--- config.mk ---
export PLATFORM = sky130hd
export DESIGN_NAME = mgmt_data_channel_responder_flat
export DESIGN_NICKNAME = d
export VERILOG_FILES = /design/src/rtl/mgmt_data_channel_responder_if.sv /design/src/rtl/mgmt_data_channel_responder.sv /design/src/flat_wrapper.sv
export SDC_FILE = /design/constraint.sdc
export NUM_CORES = 1
export LEC_CHECK = 0
export CAP_MARGIN = 15
export CELL_PAD_IN_SITES_DETAIL_PLACEMENT = 0
export CELL_PAD_IN_SITES_GLOBAL_PLACEMENT = 1
export CORE_UTILIZATION = 41
export DETAILED_ROUTE_END_ITERATION = 10
export MAX_ROUTING_LAYER = met4
export PLACE_DENSITY_LB_ADDON = 0.2
export SYNTH_ARGS = -nofsm -noshare
export SYNTH_HDL_FRONTEND = slang
export SYNTH_SLANG_ARGS = --single-unit
--- constraint.sdc ---
create_clock -name clk -period 16.8 [get_ports clk]
set_input_delay 2.52 -clock clk [delete_from_list [all_inputs] [get_ports clk]]
set_output_delay 2.52 -clock clk [all_outputs]
set_load 0.005 [all_outputs]
--- src/rtl/mgmt_data_channel_responder_if.sv ---
// Payload type and the request / local-bus / response bundle of the data-channel responder.
package mgmt_data_channel_pkg;
  typedef struct packed {
    logic [15:0] reserved;
    logic [7:0]  command;
    logic [7:0]  tag;
    logic [7:0]  operation_status;
    logic [31:0] address;
    logic [3:0]  byte_en;
    logic [31:0] data;
  } Data_channel_payload_t;
endpackage

interface mgmt_data_channel_responder_if;
  import mgmt_data_channel_pkg::*;

  Data_channel_payload_t req;
  logic                  req_valid;
  logic                  req_dropped;
  logic [31:0]           bus_address;
  logic                  bus_write;
  logic                  bus_read;
  logic [31:0]           bus_wdata;
  logic [3:0]            bus_be;
  logic                  bus_waitrequest;
  logic [31:0]           bus_rdata;
  logic                  bus_rdvalid;
  Data_channel_payload_t resp;
  logic                  resp_valid;
  logic                  resp_ack;

  modport master (
    input  req, req_valid, bus_waitrequest, bus_rdata, bus_rdvalid, resp_ack,
    output req_dropped, bus_address, bus_write, bus_read, bus_wdata, bus_be, resp, resp_valid
  );

  modport slave (
    output req, req_valid, bus_waitrequest, bus_rdata, bus_rdvalid, resp_ack,
    input  req_dropped, bus_address, bus_write, bus_read, bus_wdata, bus_be, resp, resp_valid
  );
endinterface

--- src/rtl/mgmt_data_channel_responder.sv ---
// Turns data-channel read/write requests into local-bus accesses and queues the
// completions in a first-word-fall-through response FIFO.
module mgmt_data_channel_responder
  import mgmt_data_channel_pkg::*;
#(
  parameter int FIFO_DEPTH  = 4,
  parameter int BUS_TIMEOUT = 255
) (
  input logic clk,
  input logic reset,
  input logic data_channel_rst,
  mgmt_data_channel_responder_if.master dc
);
  localparam int         PTR_W  = $clog2(FIFO_DEPTH);
  localparam int         CNT_W  = PTR_W + 1;
  localparam logic [7:0] TMO    = 8'(BUS_TIMEOUT);
  localparam logic [7:0] CMD_RD = 8'h00;
  localparam logic [7:0] CMD_WR = 8'h01;

  typedef enum logic [2:0] {IDLE, BUS_REQ, BUS_WAIT, BUILD, PUSH} state_t;

  state_t                state;
  logic [7:0]            cmd_q, tag_q, tmo_cnt;
  logic [31:0]           rdata_q;
  logic                  timed_out;
  Data_channel_payload_t entry;

  Data_channel_payload_t mem [FIFO_DEPTH];
  logic [PTR_W-1:0]      wr_ptr, rd_ptr;
  logic [CNT_W-1:0]      count;
  logic                  full, push, pop;

  assign full          = count == CNT_W'(FIFO_DEPTH);
  assign push          = (state == PUSH) && !full;
  assign pop           = dc.resp_ack && (count != '0);
  assign dc.resp_valid = count != '0;
  assign dc.resp       = dc.resp_valid ? mem[rd_ptr] : '0;

  // Address, byte enables and write data stay parked on the bus registers for the
  // whole transaction, so they double as the latched request fields.
  always_ff @(posedge clk or posedge reset) begin
    if (reset) begin
      state          <= IDLE;
      cmd_q          <= '0;
      tag_q          <= '0;
      tmo_cnt        <= '0;
      rdata_q        <= '0;
      timed_out      <= 1'b0;
      entry          <= '0;
      dc.bus_address <= '0;
      dc.bus_wdata   <= '0;
      dc.bus_be      <= '0;
      dc.bus_write   <= 1'b0;
      dc.bus_read    <= 1'b0;
      dc.req_dropped <= 1'b0;
    end else if (data_channel_rst) begin
      state          <= IDLE;
      tmo_cnt        <= '0;
      dc.bus_write   <= 1'b0;
      dc.bus_read    <= 1'b0;
      dc.req_dropped <= dc.req_valid;
    end else begin
      dc.req_dropped <= dc.req_valid && (state != IDLE);
      case (state)
        IDLE: if (dc.req_valid) begin
          if (dc.req.command == CMD_RD || dc.req.command == CMD_WR) begin
            state          <= BUS_REQ;
            cmd_q          <= dc.req.command;
            tag_q          <= dc.req.tag;
            tmo_cnt        <= '0;
            timed_out      <= 1'b0;
            dc.bus_address <= dc.req.address;
            dc.bus_be      <= dc.req.byte_en;
            dc.bus_wdata   <= dc.req.data;
            dc.bus_write   <= dc.req.command == CMD_WR;
            dc.bus_read    <= dc.req.command == CMD_RD;
          end else begin
            dc.req_dropped <= 1'b1;
          end
        end
        BUS_REQ: begin
          tmo_cnt <= tmo_cnt + 8'd1;
          if (!dc.bus_waitrequest) begin
            dc.bus_write <= 1'b0;
            dc.bus_read  <= 1'b0;
            state        <= (cmd_q == CMD_WR) ? BUILD : BUS_WAIT;
          end else if (tmo_cnt == TMO) begin
            dc.bus_write <= 1'b0;
            dc.bus_read  <= 1'b0;
            timed_out    <= 1'b1;
            state        <= BUILD;
          end
        end
        BUS_WAIT: begin
          tmo_cnt <= tmo_cnt + 8'd1;
          if (dc.bus_rdvalid) begin
            rdata_q <= dc.bus_rdata;
            state   <= BUILD;
          end else if (tmo_cnt == TMO) begin
            timed_out <= 1'b1;
            state     <= BUILD;
          end
        end
        BUILD: begin
          entry.reserved         <= '0;
          entry.command          <= cmd_q + 8'd2;
          entry.tag              <= tag_q;
          entry.operation_status <= timed_out ? 8'h01 : 8'h00;
          entry.address          <= dc.bus_address;
          entry.byte_en          <= dc.bus_be;
          entry.data             <= timed_out ? 32'h0 : (cmd_q == CMD_WR) ? dc.bus_wdata : rdata_q;
          state                  <= PUSH;
        end
        PUSH:    if (!full) state <= IDLE;
        default: state <= IDLE;
      endcase
    end
  end

  always_ff @(posedge clk or posedge reset) begin
    if (reset) begin
      wr_ptr <= '0;
      rd_ptr <= '0;
      count  <= '0;
      for (int i = 0; i < FIFO_DEPTH; i++) mem[i] <= '0;
    end else if (data_channel_rst) begin
      wr_ptr <= '0;
      rd_ptr <= '0;
      count  <= '0;
    end else begin
      if (push) begin
        mem[wr_ptr] <= entry;
        wr_ptr      <= wr_ptr + 1'b1;
      end
      if (pop) rd_ptr <= rd_ptr + 1'b1;
      case ({push, pop})
        2'b10:   count <= count + 1'b1;
        2'b01:   count <= count - 1'b1;
        default: ;
      endcase
    end
  end
endmodule

--- src/flat_wrapper.sv ---
// flat-port wrapper written by rule: the top's interface ports become plain ports
module mgmt_data_channel_responder_flat import mgmt_data_channel_pkg::*;
#(
  parameter int FIFO_DEPTH  = 4,
  parameter int BUS_TIMEOUT = 255
)
  (clk, reset, data_channel_rst, dc_req, dc_req_valid, dc_bus_waitrequest, dc_bus_rdata, dc_bus_rdvalid, dc_resp_ack, dc_req_dropped, dc_bus_address, dc_bus_write, dc_bus_read, dc_bus_wdata, dc_bus_be, dc_resp, dc_resp_valid);
  mgmt_data_channel_responder_if dc_i ();
  input logic clk;
  input logic reset;
  input logic data_channel_rst;
  input wire logic [$bits(dc_i.req)-1:0] dc_req;
  input wire logic [$bits(dc_i.req_valid)-1:0] dc_req_valid;
  input wire logic [$bits(dc_i.bus_waitrequest)-1:0] dc_bus_waitrequest;
  input wire logic [$bits(dc_i.bus_rdata)-1:0] dc_bus_rdata;
  input wire logic [$bits(dc_i.bus_rdvalid)-1:0] dc_bus_rdvalid;
  input wire logic [$bits(dc_i.resp_ack)-1:0] dc_resp_ack;
  output wire logic [$bits(dc_i.req_dropped)-1:0] dc_req_dropped;
  output wire logic [$bits(dc_i.bus_address)-1:0] dc_bus_address;
  output wire logic [$bits(dc_i.bus_write)-1:0] dc_bus_write;
  output wire logic [$bits(dc_i.bus_read)-1:0] dc_bus_read;
  output wire logic [$bits(dc_i.bus_wdata)-1:0] dc_bus_wdata;
  output wire logic [$bits(dc_i.bus_be)-1:0] dc_bus_be;
  output wire logic [$bits(dc_i.resp)-1:0] dc_resp;
  output wire logic [$bits(dc_i.resp_valid)-1:0] dc_resp_valid;
  assign dc_i.req = dc_req;
  assign dc_i.req_valid = dc_req_valid;
  assign dc_i.bus_waitrequest = dc_bus_waitrequest;
  assign dc_i.bus_rdata = dc_bus_rdata;
  assign dc_i.bus_rdvalid = dc_bus_rdvalid;
  assign dc_i.resp_ack = dc_resp_ack;
  assign dc_req_dropped = dc_i.req_dropped;
  assign dc_bus_address = dc_i.bus_address;
  assign dc_bus_write = dc_i.bus_write;
  assign dc_bus_read = dc_i.bus_read;
  assign dc_bus_wdata = dc_i.bus_wdata;
  assign dc_bus_be = dc_i.bus_be;
  assign dc_resp = dc_i.resp;
  assign dc_resp_valid = dc_i.resp_valid;
  mgmt_data_channel_responder #(.FIFO_DEPTH(FIFO_DEPTH), .BUS_TIMEOUT(BUS_TIMEOUT)) u_core (.clk(clk), .reset(reset), .data_channel_rst(data_channel_rst), .dc(dc_i));
endmodule
==> results by group <==
Die
  • Die area: 0.0607 sq mm
  • Row count: 89
  • Initial core utilization: 41.5%
  • Area of the core: 0.0590 sq mm
  • Die Width: 246 microns
  • Num ports: 327
  • Die Ht: 246 microns

CTS
  • H-tree depth: 2
  • # resized after CTS: 0
  • Post-CTS Hold Fix Bufs: 0
  • Clock Latency Late Sink: 620 ps
  • Worst-path clk slew: 60 ps
  • Clock sink total: 563
  • Setup Fix Bufs, Post-CTS: 0
  • CTS Buffer Depth: 3
  • Root Buffer: clkbuf_16
  • Total CTS buffers: 61
  • TritonCTS clock tree: yes

Placed design
  • Placer Congestion: 0.702
  • Number of I/O port buffers: 279
  • Hpwl dp: 32500 microns
  • Cells after DPL: 2669
  • Place WS: 10440 ps

Worst setup path
  • R2R Path Start: u_core.state[2]$_DFFE_PP0P_
  • Critical-path top delay cell: dfrtp_4
  • Crit end category: output pin
  • Reg2reg end: u_core.mem[283]$_DFFE_PP0P_
  • Flop2flop setup slack: 13160 ps
  • R2R depth: 5
  • WP data arrival: 3880 ps
  • Crit path max fanout: 46
  • CP Cell Sequence: buf_4, mux4_2, and2_1, clkdlybuf4s50_1
  • Delay of the slowest critical-path stage: 1040 ps
  • Startpoint type of the worst setup path: register
  • Critical path class: reg -> out
  • CP Data Required Time: 14280 ps

STA
  • Total negative slack: 0 ps
  • Fin worst setup slack: 10400 ps
  • RSZ-0062 raised after global routing: false
  • Final hold vios: 0
  • Max-slew headroom: 27.6%
  • Achievable Freq: 156 MHz
  • Clock Skew: 16.6 ps
  • Final number of setup-violating endpoints: 0
  • Slew Limit Fails: 0
  • Tmin final: 6400 ps
  • Slew at the pin with the worst max-slew slack: 1090 ps
  • Worst hold slack: 466 ps
  • Final period util: 38.1%

Synth
  • Synth area leader: dfrtp_1
  • Post-synth EDFFs: 0
  • Post-synthesis cell area: 0.0245 sq mm
  • Synth top area cells: dfrtp_1 57%, mux2_2 16%, mux4_2 7.8%
  • Yosys warning count: 0
  • Yosys top cell area share: 57.5%
  • Post-synthesis sequential area ratio: 57.5%
  • Mapped Cells: 1703
  • Synth Flop Type: dfrtp_1
  • Yosys cell types: 50
  • Syn avg cell area: 14.4 sq um
  • Flops & latches, synth: 563
  • Fraction of registers with async set/reset: 100%

Job
  • Max Cap Violations: 0

Final layout
  • Share of cells above drive strength 1: 27.9%
  • Non-Filler Instances: 2783
  • Most common cell after layout, fill and taps aside: dfrtp_1
  • Nets: 2114
  • Commonest non-fill, non-tap cells in the layout: 561 x dfrtp_1, 342 x mux2_2, 279 x clkdlybuf4s50_1, 188 x nand2_1, 108 x mux2_1
  • Synth-to-layout area growth: 21.7%

Detailed routing
  • Routed WL: 55400 microns
  • DRT iter0 DRCs: 615
  • Via count: 14400
  • Post-DR wirelength/cell: 19.9 microns
  • Via/cell ratio: 5.16
  • Drc violations: 0
  • ANT nets after route: 0
  • Drt first pass iters: 4

GRT
  • Largest net degree at the start of global routing: 167
  • Grt total ovfl: 0
  • Vias in the first global route: 15500
  • Initial antenna violation count: 1
  • First-pass GRT wire length: 88200 microns
  • Global-route usage over all layers: 19.1%

Power
  • Leakage: 14.6 nW
  • Power per standard cell area: 99.6 mW/mm^2
  • VDD IR-drop max: 0.0899 mV

Run status
  • Status: complete, no violations

Hold path
  • HP Class: reg -> reg
  • Worst hold start: u_core.tag_q[4]$_DFFE_PP0P_
  • WHS Path Cells: 2
  • Hold EP: u_core.entry[80]$_DFFE_PP0P_
## cell usage after synthesis (3+ instances only)
| master | instances |
|---|---|
| nand2_1 | 192 |
| buf_4 | 30 |
| mux4_2 | 85 |
| and2_1 | 93 |
| buf_6 | 22 |
| mux2i_1 | 35 |
| buf_1 | 8 |
| a31oi_1 | 5 |
| nor2_1 | 14 |
| mux2_1 | 108 |
| o211ai_1 | 3 |
| mux2_2 | 342 |
| xor2_1 | 4 |
| nand2b_1 | 4 |
| nor3_1 | 6 |
| ha_1 | 6 |
| nor4_1 | 4 |
| dfrtp_1 | 563 |
| and3_1 | 6 |
| nand3_1 | 11 |
| inv_1 | 6 |
| buf_2 | 36 |
| clkbuf_1 | 30 |
| nor2b_1 | 4 |
| a21oi_1 | 9 |
| xnor2_1 | 4 |
| o21ai_0 | 45 |
## metrics by stage
stage          total power, W  area (sq um)  utilization, %
2_1_floorplan         0.00156         24600               -
3_3_place_gp          0.00167         27800            47.1
3_5_place_dp          0.00167         27800            47.1
4_1_cts               0.00302         29800            50.5
5_1_grt               0.00309         29800            50.5
6_report              0.00297         29800            50.5
## cell families (layout without fill, tap and decap cells)
group / Yosys count / count (layout) / share of synthesized area, %
xor gates and xnor gates: 8 / 8 / 0.286
DFF: 563 / 563 / 57.5
muxes: 570 / 570 / 29.9
and+or+nand+nor: 347 / 347 / 6.79
buffers and inverters: 132 / 416 / 3.34
other: 1 / 24 / 0.0153
AOI/OAI and AO/OA: 75 / 75 / 1.77
adders and majority gates: 7 / 7 / 0.388
## layout make-up
type | instances | area, sq um
Fill cell | 5150 | 29200
Clock buffer | 93 | 1840
Multi-Input combinational cell | 1030 | 9740
Inverter | 6 | 26.3
Antenna cell | 1 | 2.50
Tap cell | 773 | 967
Sequential cell | 563 | 14100
Clock inverter | 19 | 184
Timing Repair Buffer | 298 | 2970
## power by group
part	switching (W)	internal (W)	total (W)
combinational	0.000120	0.0000972	0.000217
clock	0.000537	0.000794	0.00133
sequential	0.0000390	0.00138	0.00142
total	0.000697	0.00227	0.00297
## sequential cells by signal, indices dropped and copies added, names as in the netlist
name                   flops
u_core.mem               340
u_core.entry              85
u_core.dc.bus_address     32
u_core.dc.bus_wdata       32
u_core.rdata_q            32
u_core.cmd_q               8
u_core.tag_q               8
u_core.tmo_cnt             8
u_core.dc.bus_be           4
u_core.count               3
u_core.state               3
u_core.rd_ptr              2
u_core.wr_ptr              2
u_core.dc.bus_read         1
u_core.dc.bus_write        1
u_core.dc.req_dropped      1
u_core.timed_out           1
## worst max path at each step
stage / from / to / depth (start not counted)
after floorplan: reset / u_core.cmd_q[0]$_DFFE_PP0P_ / 1
after global placement: reset / u_core.dc.bus_wdata[11]$_DFFE_PP0P_ / 5
after detailed placement: reset / u_core.dc.bus_wdata[10]$_DFFE_PP0P_ / 5
after CTS: u_core.rd_ptr[1]$_DFFE_PP0P_ / dc_resp[29] / 4
after global routing: u_core.rd_ptr[1]$_DFFE_PP0P_ / dc_resp[66] / 4
final: u_core.rd_ptr[1]$_DFFE_PP0P_ / dc_resp[29] / 4
## critical path: cells and delay by family, from the launching register on
| family | cells | cell delay, ps |
|---|---|---|
| multiplexers | 1 | 590 |
| flip-flops | 1 | 1040 |
| AND/OR/NAND/NOR | 1 | 170 |
| buffers and inverters | 2 | 1440 |
## per-layer routing
metal | GRT usage [%] | up-vias | wire (microns) | part of all wire, %
met5 | - | - | 0 | 0
met1 | 24.8 | 7535 | 24800 | 45
li1 | - | 6525 | - | -
met3 | 3.74 | 76 | 2530 | 4.6
met2 | 30.9 | 223 | 27100 | 49
met4 | 4.83 | 0 | 1030 | 1.9
Power figures use the tool's default switching activity.
